`config.mk`:
```
export PLATFORM = sky130hd
export DESIGN_NAME = count_monitor
export DESIGN_NICKNAME = d
export VERILOG_FILES = /design/src/rtl/count_monitor.sv
export SDC_FILE = /design/constraint.sdc
export NUM_CORES = 1
export LEC_CHECK = 0
export CORE_MARGIN = 1.5
export CORE_UTILIZATION = 40
export DETAILED_ROUTE_END_ITERATION = 10
export SLEW_MARGIN = 15
export SYNTH_ARGS = -nofsm -noshare
export SYNTH_HDL_FRONTEND = slang
export SYNTH_SLANG_ARGS = --single-unit
export TNS_END_PERCENT = 100
```
`constraint.sdc`:
```
create_clock -name clk -period 2.13 [get_ports clk]
set_input_delay 0.3195 -clock clk [delete_from_list [all_inputs] [get_ports clk]]
set_output_delay 0.3195 -clock clk [all_outputs]
set_load 0.05 [all_outputs]
```
`src/rtl/count_monitor.sv`:
```
// Receive-side checker for an up-counter bus: locks onto +1 steps and flags value/timing faults.
// Optional sticky fault flags are built when COUNT_MONITOR_STICKY_EN is defined.
module count_monitor #(
  parameter int WIDTH  = 4,
  parameter int PERIOD = 33554432,
  parameter int TOL    = 2
) (
  input  logic             clk,
  input  logic             rst,
  input  logic             enable,
  input  logic [WIDTH-1:0] count_in,
  output logic             locked,
  output logic             err_seq,
  output logic             err_early,
  output logic             err_timeout,
  output logic [7:0]       err_count,
  output logic [WIDTH-1:0] last_value,
  output logic [1:0]       dbg_state
`ifdef COUNT_MONITOR_STICKY_EN
  ,
  input  logic             clr_sticky,
  output logic [2:0]       sticky_err
`endif
);

  localparam int TMAX = PERIOD + TOL;
  localparam int TW   = $clog2(TMAX + 1);
  localparam logic [TW-1:0] T_MAX = TW'(TMAX);
  localparam logic [TW-1:0] T_MIN = TW'(PERIOD - TOL);

  typedef enum logic [1:0] {
    ST_IDLE   = 2'd0,
    ST_SYNC   = 2'd1,
    ST_LOCKED = 2'd2
  } state_t;

  state_t           r_state;
  logic [WIDTH-1:0] r_s1;
  logic [WIDTH-1:0] r_s2;
  logic [TW-1:0]    r_timer;
  logic             r_locked;
  logic             r_err_seq;
  logic             r_err_early;
  logic             r_err_timeout;
  logic [7:0]       r_err_count;

  logic [WIDTH-1:0] w_s2_inc;
  logic             w_chg;
  logic             w_step_ok;
  logic             w_early;
  logic [TW-1:0]    w_timer_next;
  logic [7:0]       w_count_inc;

  // r_timer holds the cycles since the last change, so in a change cycle it is the step interval.
  assign w_s2_inc     = r_s2 + WIDTH'(1);
  assign w_chg        = (r_s1 != r_s2);
  assign w_step_ok    = (r_s1 == w_s2_inc);
  assign w_early      = (r_timer < T_MIN);
  assign w_timer_next = w_chg ? '0 : ((r_timer == T_MAX) ? r_timer : r_timer + TW'(1));
  assign w_count_inc  = (r_err_count == 8'hFF) ? r_err_count : r_err_count + 8'd1;

  always_ff @(posedge clk) begin
    if (rst) begin
      r_state       <= ST_IDLE;
      r_s1          <= '0;
      r_s2          <= '0;
      r_timer       <= '0;
      r_locked      <= 1'b0;
      r_err_seq     <= 1'b0;
      r_err_early   <= 1'b0;
      r_err_timeout <= 1'b0;
      r_err_count   <= 8'd0;
    end else begin
      r_s1          <= count_in;
      r_s2          <= r_s1;
      r_err_seq     <= 1'b0;
      r_err_early   <= 1'b0;
      r_err_timeout <= 1'b0;
      if (!enable) begin
        r_state  <= ST_IDLE;
        r_locked <= 1'b0;
        r_timer  <= '0;
      end else begin
        r_timer <= w_timer_next;
        case (r_state)
          ST_IDLE: begin
            r_state <= ST_SYNC;
            r_timer <= '0;
          end
          ST_SYNC: begin
            if (w_chg && w_step_ok) begin
              r_state  <= ST_LOCKED;
              r_locked <= 1'b1;
            end
          end
          ST_LOCKED: begin
            // A bad value outranks a bad interval; a step at the saturated timer is still legal.
            if (w_chg && !w_step_ok) begin
              r_err_seq   <= 1'b1;
              r_err_count <= w_count_inc;
              r_state     <= ST_SYNC;
              r_locked    <= 1'b0;
            end else if (w_chg && w_early) begin
              r_err_early <= 1'b1;
              r_err_count <= w_count_inc;
              r_state     <= ST_SYNC;
              r_locked    <= 1'b0;
            end else if (!w_chg && (r_timer == T_MAX)) begin
              r_err_timeout <= 1'b1;
              r_err_count   <= w_count_inc;
              r_state       <= ST_SYNC;
              r_locked      <= 1'b0;
            end
          end
          default: begin
            r_state  <= ST_IDLE;
            r_locked <= 1'b0;
          end
        endcase
      end
    end
  end

`ifdef COUNT_MONITOR_STICKY_EN
  logic [2:0] r_sticky;

  // Latched from the pulse registers; a new fault wins over a same-cycle clear.
  always_ff @(posedge clk) begin
    if (rst) begin
      r_sticky <= 3'b000;
    end else begin
      r_sticky <= (r_sticky & ~{3{clr_sticky}}) | {r_err_timeout, r_err_early, r_err_seq};
    end
  end

  assign sticky_err = r_sticky;
`endif

  assign locked      = r_locked;
  assign err_seq     = r_err_seq;
  assign err_early   = r_err_early;
  assign err_timeout = r_err_timeout;
  assign err_count   = r_err_count;
  assign last_value  = r_s2;
  assign dbg_state   = r_state;

endmodule

```
# After elaboration in Yosys (flattened, before gate mapping)
# Cells that the tools add are included.
word_totals:
  ff_bits: 48
  out_inout_bits: 18
  elab_cells: 57
classes:
  addsub: 3
  order_cmp: 1
  n_eq_ne: 8
  muxes: 17
  bitwise_logic: 3
  reduce_logical: 16
op_table:
  columns: ["cell", "count"]
  rows:
  - ["two-way mux 8 bit", 4]
  - ["adder 26 x 1 -> 26 bit (second input constant)", 1]
  - ["== test 26 bit (second input constant)", 1]
  - ["< comparator 26 x 25 -> 1 bit (second input constant)", 1]
  - ["adder 8 x 1 -> 8 bit (second input constant)", 1]
  - ["== test 8 bit (second input constant)", 1]
  - ["two-way mux 2 bit", 4]
  - ["OR reduction 4 bit", 2]
  - ["two-way mux 1 bit", 7]
  - ["case mux 2 bit (3 select lines)", 1]
  - ["AND reduction 3 bit", 2]
  - ["OR reduction 5 bit", 1]
  - ["adder 4 x 1 -> 4 bit (second input constant)", 1]
  - ["== test 4 bit", 1]
  - ["logical AND 1 bit", 4]
  - ["inequality test 4 bit", 1]
  - ["inequality test 4 bit (second input constant)", 1]
  - ["inverter 1 bit", 3]
  - ["case mux 1 bit (3 select lines)", 1]
  - ["nonzero test 3 bit", 1]
  - ["OR reduction 3 bit", 1]
  - ["== test 2 x 1 -> 1 bit (second input constant)", 1]
  - ["== test 2 bit (second input constant)", 1]
  - ["zero test 1 bit", 2]
  - ["other kinds (4)", 4]

# Logic depth before layout (Yosys ltp)
# Gate-level depths: netlist of the first run.
logic_depth:
  word_depth: 7
  depth_mapped: 8
  depth_no_buf: 8

# Worst setup path after synthesis of the first run
# No wires, ideal clock.
synth_path:
  path_type: "register -> register"
  from: "register r_s2[1] (netlist: last_value[1])"
  to: "register r_err_count[7] (netlist: err_count[7])"
  t_arrival_ns: 2.133
  required_ns: 2.059
  path_slack_ns: -0.074
  path_stages_with_launch: 7
  path_buffers: 0
  period_less_slack_ns: 2.204
  cell_sequence: "dfxtp_1 -> ha_1 -> xnor2_1 -> nand4_1 -> o211ai_4 -> or4_1 -> a21oi_1"
synth_between:
  elab_chain_cells: 6
synth_lines:
  columns: ["element", "line_no", "rtl"]
  rows:
  - ["start: declaration", "39", "logic [WIDTH-1:0] r_s2;"]
  - ["start signal: assignment", "75", "r_s2 <= r_s1;"]
  - ["adder 4 x 1 -> 4 bit", "55", "assign w_s2_inc = r_s2 + WIDTH'(1);"]
  - ["== test 4 bit", "57", "assign w_step_ok = (r_s1 == w_s2_inc);"]
  - ["zero test 1 bit", "98", "if (w_chg && !w_step_ok) begin"]
  - ["logical AND 1 bit", "98", null]
  - ["nonzero test 3 bit (no line)", null, null]
  - ["AND reduction 3 bit (no line)", null, null]
  - ["end signal: assignment", "100", "r_err_count <= w_count_inc;"]
  - ["end signal: assignment", "105", "r_err_count <= w_count_inc;"]
  - ["end signal: assignment", "110", "r_err_count <= w_count_inc;"]
  - ["end: declaration", "45", "logic [7:0] r_err_count;"]
# Several ways; a longest one is shown, not always the timed one.
# A chain may end at the register's enable or synchronous reset.

# Worst setup path after layout of the first run
layout_path:
  from: "register r_timer[0]"
  to: "register r_err_count[7] (netlist: err_count[7])"
layout_between:
  elab_chain_cells: 4
layout_lines:
  columns: ["element", "line_no", "rtl"]
  rows:
  - ["start: declaration", "40", "logic [TW-1:0] r_timer;"]
  - ["start signal: assignment", "84", "r_timer <= w_timer_next;"]
  - ["< comparator 26 x 25 -> 1 bit or == test 26 bit (tied branches)", "58, 108", null]
  - ["logical AND 1 bit, on equally long branches", "103, 108", null]
  - ["nonzero test 3 bit (no line) or two-way mux 8 bit (tied branches)", null, null]
  - ["AND reduction 3 bit (no line) or two-way mux 8 bit (tied branches)", null, null]
# Several ways; a longest one is shown, not always the timed one.

==> results of run 1 <==
worst max path at each step:
stage,slack [ns],end,cells past startpoint,startpoint
finish,0.15,err_count[7],8,r_timer[0]
floorplan,0.06,err_count[7],6,last_value[2]
CTS,0.06,err_count[7],7,r_timer[1]
detailed placement,0.08,err_count[7],7,r_timer[1]
global placement,0.15,err_count[4],8,r_timer[1]
global route,-0.02,err_count[7],8,r_timer[0]
final cells by class:
class | count | area, sq um | share of cell area, %
multi-input combinational | 181 | 1180 | 44.7
sequential | 48 | 967 | 36.5
timing repair buffer | 35 | 327 | 12.3
tap | 70 | 87.6 | 3.31
clock buffer | 5 | 68.8 | 2.60
inverter | 4 | 15.0 | 0.567
cell families after synthesis:
kind of cell / count (synthesis)
compound gates: 28
xor+xnor: 31
fa+ha+maj: 4
buf+inv: 9
flops: 48
mux: 1
simple gates: 117
flip-flops by register name (all words and copies together) (netlist names), 2 cells and up:
register	flops
r_timer	26
last_value	4
dbg_state	2
err_count	8
r_s1	4
worst max-delay path, stage by stage, from the launching register on:
cell and delay (ns):
dfxtp_2 0.34, inv_1 0.08, ha_1 0.15, nor4b_4 0.18
nand4_1 0.18, o21ai_2 0.25, o211ai_4 0.10, or4_1 0.51
a21oi_1 0.13
power breakdown:
| group | switching, W | internal, W |
|---|---|---|
| registers | 0.0000110 | 0.000907 |
| clock network | 0.000275 | 0.000212 |
| logic | 0.0000561 | 0.0000459 |
| total | 0.000342 | 0.00117 |
stage by stage:
step           TNS [ns]  instance area [sq um]  total power [W]
2_1_floorplan         0                   2190          0.00100
3_3_place_gp          0                   2570          0.00104
3_5_place_dp          0                   2570          0.00104
4_1_cts               0                   2640          0.00153
5_1_grt         -0.0224                   2650          0.00157
6_report              0                   2650          0.00151
synth_stat cells (3+ instances only):
| cell | instances | area share [%] |
|---|---|---|
| or3_1 | 9 | 2.6 |
| ha_1 | 4 | 2.3 |
| nor2_1 | 32 | 5.5 |
| xor2_1 | 21 | 8.4 |
| nor2b_1 | 12 | 3.4 |
| a21oi_1 | 10 | 2.3 |
| and4_1 | 3 | 1.2 |
| clkbuf_1 | 4 | 0.69 |
| and2_1 | 5 | 1.4 |
| dfxtp_1 | 48 | 44 |
| nor4_2 | 3 | 1.7 |
| nand3_1 | 12 | 2.7 |
| o21ai_0 | 8 | 1.8 |
| nor3_1 | 5 | 1.1 |
| inv_1 | 4 | 0.69 |
| nand4_1 | 14 | 4.0 |
| nand2_1 | 10 | 1.7 |
| and3_1 | 4 | 1.1 |
| xnor2_1 | 10 | 4.0 |
cell usage in the layout, fill, tap and decap left out, drive strengths merged, types with 9 or more instances in the layout:
cell           netlist  routed
buf                  1      11
nand4               14      14
nor2b               12      12
o21ai                9       9
xnor2               10      10
or3                  9       9
nand3               12      12
clkdlybuf4s50        0      24
a21oi               10      10
xor2                21      21
nand2               10      10
nor2                32      32
dfxtp               48      48
routing by layer:
metal	GRT usage, %	share of wire (%)
met1	20.2	50
met2	25.7	46
met3	3.69	3.2
met4	5.37	0.92
met5	0	0
timing repair:
| action | CTS | global route |
|---|---|---|
| resized for setup | 0 | 4 |
| hold buffers | 0 | 0 |
| setup endpoints to repair | 0 | 7 |
==> flow_summary_export.csv, run 1 <==
group,metric,value,unit
die,chipHeight,76.9,um
global_routing,grt_max_degree,27,
status,outcome,"completed",
synthesis,number_of_enable_flip_flop_cells_after_synthesis,0,
timing,final.setup_skew,0.00889,ns
synthesis,syn_inst,238,
finish,layout-area-overhead-vs-synth,21.2,%
setup_path,timing_worst_setup_path_type,"flop to flop",
pwr,irDropWorstVdd,0.319,mV
die,floorplan.die_area,5920,sq um
die,starting_utilization_of_the_core_area,42.0,%
global_routing,grt_overflow,0,
clock_tree,cts-buffers-inserted,5,
synthesis,synth_top_family_by_area,"simple AND/OR/NAND/NOR gates",
timing,tightest_slew,0.512,ns
synthesis,synth_cell_types,36,
clock_tree,clock_tree_from_tritoncts,"done",
setup_path,worstSetupEndpointType,"flop",
setup_path,r2r-start,"r_timer[0]",
setup_path,worst-endpoint-arrival,2.21,ns
placed_design,instance_count_after_placement_with_tap_cells_included,338,
timing,worst_slack,0.155,ns
synthesis,flip_flop_and_latch_count_after_synthesis,48,
setup_path,start_kind,"flop",
synthesis,post_synth.cell_area_avg,9.19,sq um
placed_design,portBuffers,24,
synthesis,synth_xor_xnor_area_share,12.4,%
timing,max_clock_freq,0.506,GHz
synthesis,ys_warn_count,0,
min_path,hold_crit_class,"flop to flop",
clock_tree,cts_num_sinks,48,
global_routing,grt_pass1_wl,7.55,mm
finish,n_fill_cell,525,
run,drv_cap,0,
min_path,hold_end,"last_value[0]",
timing,final_worst_hold_slack,0.481,ns
synthesis,synth.net_count,249,
timing,timing.slew.headroom,65.8,%
timing,rsz0062_at_grt,"true",
die,floorplan.die.width,76.9,um
timing,final_setup_viols,0,
clock_tree,htree_num_levels,2,
routing,wl_per_cell,12.7,um
clock_tree,clockBufferDepth,2,
synthesis,yosys.area_share.adder,2.29,%
routing,final_antenna_net_count,0,
synthesis,synth_sequential_area_ratio,43.9,%
setup_path,reg2reg_depth,8,
setup_path,crit_required,2.37,ns
clock_tree,clockRootBuffer,"clkbuf_8",
min_path,holdPathStages,1,
global_routing,first_global_vias,1676,
finish,antenna_cells_inserted,0,
finish,final_util,50.9,%
clock_tree,worst_setup_hold_path_clk_slew,0.08,ns
clock_tree,post_cts_buffers,0,
die,placeable_core_region,5200,sq um
routing,drc,0,
setup_path,crit_path_max_fanout,4,
routing,initialDrtViolationCount,71,
routing,first_pass_iters,4,
finish,final_cell_count_without_fillers,343,
placed_design,place_worst_setup_slack,0.0827,ns
die,rows,26,
routing,route.final.wire_length,4.35,mm
pwr,cellPowerDensity,569,nW/um^2
pwr,power.leakage,0.912,nW
routing,post_drt_via_cell_ratio,5.09,
timing,period_needed,1.98,ns
placed_design,gpl.final_weighted_congestion,0.747,
timing,final.period_utilization,92.7,%
timing,finalMaxSlewViolations,0,
synthesis,complex_gate_fraction_of_the_synthesized_area,8.92,%
finish,nets,286,
placed_design,dp.final_hpwl,3.06,mm
timing,finalHoldViolations,0,
synthesis,synthFlopType,"dfxtp_1",
synthesis,synth_area,2190,sq um
min_path,hold_path.startpoint,"r_s1[0]",
setup_path,setup.reg_to_reg.worst_slack,0.15,ns
synthesis,multiplexer_share_of_the_synthesized_area,0.458,%
routing,routed-via-count,1747,
synthesis,ys_async_sr_fraction,0,%
setup_path,critical_path.reg2reg.endpoint,"err_count[7]",
global_routing,grt_use_total,15.7,%
clock_tree,worst_skew_pair.late_latency,0.30,ns
global_routing,number_of_antenna_violations_at_the_first_check_in_global_routing,0,
synthesis,synth_simple_gate_area_share,30.1,%
die,io_pins,25,
finish,share_of_post_route_cells_with_drive_strength_above_1,10.3,%
Power figures use the tool's default switching activity.
==> run 2: changes to the inputs <==
--- a/config.mk
+++ b/config.mk
@@ -7,6 +7,7 @@
 export LEC_CHECK = 0
 export CORE_MARGIN = 1.5
 export CORE_UTILIZATION = 40
+export CTS_CLUSTER_SIZE = 30
 export DETAILED_ROUTE_END_ITERATION = 10
 export SLEW_MARGIN = 15
 export SYNTH_ARGS = -nofsm -noshare
==> results of run 2 <==
The final DEF is identical to that of run 1; final timing and power are the same.
==> run 3: changes to the inputs <==
--- a/config.mk
+++ b/config.mk
@@ -9,6 +9,8 @@
 export CORE_UTILIZATION = 40
 export CTS_CLUSTER_SIZE = 30
 export DETAILED_ROUTE_END_ITERATION = 10
+export HOLD_SLACK_MARGIN = 0.03
+export SKIP_CTS_REPAIR_TIMING = 1
 export SLEW_MARGIN = 15
 export SYNTH_ARGS = -nofsm -noshare
 export SYNTH_HDL_FRONTEND = slang
==> results of run 3 <==
The final DEF is identical to that of run 1; final timing and power are the same.
